## src/rtl/sysid_read_port.sv

```systemverilog
// Minimal Avalon-MM read master: one read per go pulse, with a stall
// timeout that abandons the read after TIMEOUT_CYCLES waitrequest cycles.
module sysid_read_port #(
   parameter int TIMEOUT_CYCLES = 255
) (
   input  logic        clock,
   input  logic        reset,
   input  logic        go,
   input  logic        addr,
   input  logic        m_waitrequest,
   input  logic [31:0] m_readdata,
   output logic        m_read,
   output logic        m_address,
   output logic        done,
   output logic        timed_out,
   output logic [31:0] data
);

   // Down-counter of stall cycles still tolerated; zero marks the last one.
   logic [15:0] stall_left;

   assign done      = m_read & ~m_waitrequest;
   assign timed_out = m_read & m_waitrequest & (stall_left == 16'd0);
   assign data      = m_readdata;

   always_ff @(posedge clock or posedge reset) begin
      if (reset) begin
         m_read     <= 1'b0;
         m_address  <= 1'b0;
         stall_left <= '0;
      end else if (go) begin
         m_read     <= 1'b1;
         m_address  <= addr;
         stall_left <= 16'(TIMEOUT_CYCLES - 1);
      end else begin
         if (done || timed_out)
            m_read <= 1'b0;
         if (m_read && m_waitrequest && stall_left != 16'd0)
            stall_left <= stall_left - 16'd1;
      end
   end

endmodule

```

## config.mk

```make
export PLATFORM = sky130hd
export DESIGN_NAME = sysid_read_port
export DESIGN_NICKNAME = d
export VERILOG_FILES = /design/src/rtl/sysid_read_port.sv
export SDC_FILE = /design/constraint.sdc
export NUM_CORES = 1
export LEC_CHECK = 0
export CORE_ASPECT_RATIO = 0.8
export CORE_MARGIN = 2
export CORE_UTILIZATION = 41
export DETAILED_ROUTE_END_ITERATION = 8
export GPL_TIMING_DRIVEN = 0
export PLACE_DENSITY = 0.87
export SLEW_MARGIN = 40
export SYNTH_ARGS = -nofsm -noshare
export SYNTH_HDL_FRONTEND = slang
export SYNTH_SLANG_ARGS = --single-unit
```

## constraint.sdc

```tcl
create_clock -name clock -period 3.7 [get_ports clock]
set_clock_uncertainty 0.2 [all_clocks]
set_input_delay 0.37 -clock clock [delete_from_list [all_inputs] [get_ports clock]]
set_output_delay 0.37 -clock clock [all_outputs]
set_load 0.05 [all_outputs]
```

==> impl_metrics.env <==
export IMPL_status="finished, final reports clean"
export IMPL_clkLatencyLatePin_ns=0.26
export IMPL_drt_vias_per_instance=5.28
export IMPL_peakVddDrop_v=0.000202
export IMPL_cp_cell_sequence="inv_1, ha_1, nor3b_1, nand4_1, nor3_1, clkdlybuf4s50_1"
export IMPL_yosysWarnings=0
export IMPL_layout_common_cells="clkdlybuf4s50_1, buf_4, dfrtp_1"
export IMPL_power_per_cell_area_nw_per_um2=294
export IMPL_cp_required_ns=3.13
export IMPL_dp_cells=218
export IMPL_ys_seq_area_share_pct=36.0
export IMPL_antennaDiodeCount=0
export IMPL_hold_path_class="in2async"
export IMPL_ys_ff_latch=18
export IMPL_grt_usage_pct=17.8
export IMPL_antenna_found_initial=0
export IMPL_critical_path_max_stage_delay_ns=0.83
export IMPL_crit_arrival_ns=2.51
export IMPL_fillers=246
export IMPL_synth_cell_types=34
export IMPL_tns_ns=0
export IMPL_worst_setup_path_start_kind="flop"
export IMPL_finalCriticalPeriod_ns=3.08
export IMPL_post_dp_hpwl_um=2480
export IMPL_place_gp_congestion=0.856
export IMPL_drtIter0Drc=24
export IMPL_syn_area_per_cell_um2=8.87
export IMPL_ant_nets=0
export IMPL_final_common_cell="clkdlybuf4s50_1"
export IMPL_netlist_area_um2=1250
export IMPL_crit_family="buffers and inverters"
export IMPL_io_pins=73
export IMPL_rsz0062_at_grt="no"
export IMPL_grt_ovfl_total=0
export IMPL_cp_max_fo=6
export IMPL_area_delta_synth_final_pct=38.3
export IMPL_netlist_instances=141
export IMPL_slew_viol_final=0
export IMPL_r2r_start="stall_left[4]"
export IMPL_grt_pass1_wl_um=4710
export IMPL_maxSlewHeadroom_pct=54.6
export IMPL_start_util_pct=44.2
export IMPL_rows=17
export IMPL_cp_buffers_inverters=2
export IMPL_numCtsBuffers=3
export IMPL_die_y_um=53.4
export IMPL_cp_startpoint="stall_left[0]"
export IMPL_report_final_hold_viol_count=0
export IMPL_cts_num_sinks=18
export IMPL_clk_pin_slew_ns=0.07
export IMPL_grt_max_degree=19
export IMPL_max_cap_viol_count=0
export IMPL_fin_crit_sh_pct=83.4
export IMPL_drt_wl_total_um=3110
export IMPL_cts_hold_buffers=0
export IMPL_clockRootBuffer="clkbuf_8"
export IMPL_die_w_um=65.8
export IMPL_grt_pass1_vias=1081
export IMPL_fin_cells=221
export IMPL_synth_net_count=179
export IMPL_cts_tree="built"
export IMPL_wl_per_cell_um=14.1
export IMPL_drc=0
export IMPL_max_freq_mhz=324
export IMPL_worst_slew_pin_slew_ns=0.680
export IMPL_crit_path_end_kind="output pin"
export IMPL_drive_gt1_share_pct=27.3
export IMPL_cpMaxStageDelayCell="clkdlybuf4s50_1"
export IMPL_numPortBuffers=39
export IMPL_dieArea_um2=3510
export IMPL_power_leakage_nw=0.697
export IMPL_vias=1167
export IMPL_dr_pass1_iters=4
export IMPL_fin_nets=223
export IMPL_crit_type="reg2out"
export IMPL_cts_resized=0
export IMPL_setup_viol=0
export IMPL_rrSetupSlack_ns=1.16
export IMPL_htree_levels=1
export IMPL_cts_setup_buffers=0
export IMPL_cts_buffer_depth=2
export IMPL_core_um2=2830
[power breakdown]
group	internal (mW)	switching [mW]	leakage, nW
Combinational	0.0645	0.101	0.465
Clock	0.0725	0.0656	0.0216
Sequential	0.201	0.00333	0.210
[synth_stat cells]
cell	instances	area, um2
nor2_1	8	30.0
nand3_1	1	5.00
mux2i_1	2	20.0
or2_2	3	18.8
ha_1	1	12.5
nor4b_1	1	8.76
dfrtp_1	18	450
nand4_1	1	6.26
nor3b_1	1	7.51
a21o_1	1	7.51
o31ai_1	3	22.5
or4_2	2	17.5
or4_4	2	22.5
or3_2	4	30.0
mux2_2	1	11.3
and2_1	1	6.26
or4b_1	1	10.0
nor4_1	5	31.3
nand3b_1	1	7.51
or4_1	3	22.5
a31o_2	1	8.76
o211ai_1	2	15.0
a21oi_1	10	50.1
clkbuf_1	3	11.3
buf_4	32	240
nand2_1	7	26.3
or3b_2	1	8.76
or3_1	6	37.5
o21ai_0	8	40.0
nor2b_1	2	12.5
inv_1	4	15.0
or4b_2	1	10.0
nor3_1	2	10.0
o41ai_1	2	17.5
[cell families after synthesis]
logic type	Yosys count	synth area share [%]
AO/OA/AOI/OAI	27	12.9
adder cells (fa/ha/maj)	1	1.00
buffers and inverters	39	21.3
AND/OR/NAND/NOR	53	26.3
flip-flops	18	36.0
multiplexers	3	2.50
[final timing paths]
check | cells after the start | endpoint
hold reg to reg | 1 | stall_left[7]
hold / removal | 2 | stall_left[2]
max in group asynchronous | 2 | stall_left[14]
setup reg to reg | 4 | stall_left[13]
setup / recovery | 6 | timed_out
min in group clock | 1 | stall_left[7]
[flip-flops by register name (all words and copies together), names as in the netlist]
register    count
m_address       1
m_read          1
stall_left     16
[worst register-to-register path, delay by kind of cell (launching register included)]
family             cells  cell delay [ns]
and+or+nand+nor        3             1.68
DFF                    1             0.44
AOI/OAI and AO/OA      1             0.15
[stage by stage]
stage	total power [mW]	hold slack (ns)	setup slack [ns]	util (%)	cell area (um2)
final	0.508	0.313	0.615	61.2	1730
after global routing	0.523	0.329	0.471	61.2	1730
after CTS	0.508	0.320	0.591	61.2	1730
after detailed placement	0.375	0.309	0.744	59.7	1690
after global placement	0.371	0.292	0.756	59.7	1690
after floorplan	0.326	0.109	0.941	-	1250
[metal layers]
metal  global-route usage, %  share of wire (%)  vias to the layer above  wire length [um]
met3                    5.32                6.9                        8               215
met1                    21.2                 40                      541              1240
met2                    31.1                 52                       52              1620
met5                       0                  0                        -                 0
li1                        -                  -                      566                 -
met4                    4.86                1.2                        0                36
[final cells by class]
| cell class | count | area (um2) | area share (%) |
|---|---|---|---|
| inverters | 4 | 15.0 | 0.868 |
| plain buffers | 35 | 251 | 14.5 |
| flip-flops and latches | 18 | 450 | 26.0 |
| multi-input cells | 84 | 534 | 30.9 |
| clock buffers | 3 | 41.3 | 2.39 |
| repair buffers | 39 | 390 | 22.6 |
| well taps | 38 | 47.5 | 2.75 |
(Power assumes the default switching activity.)
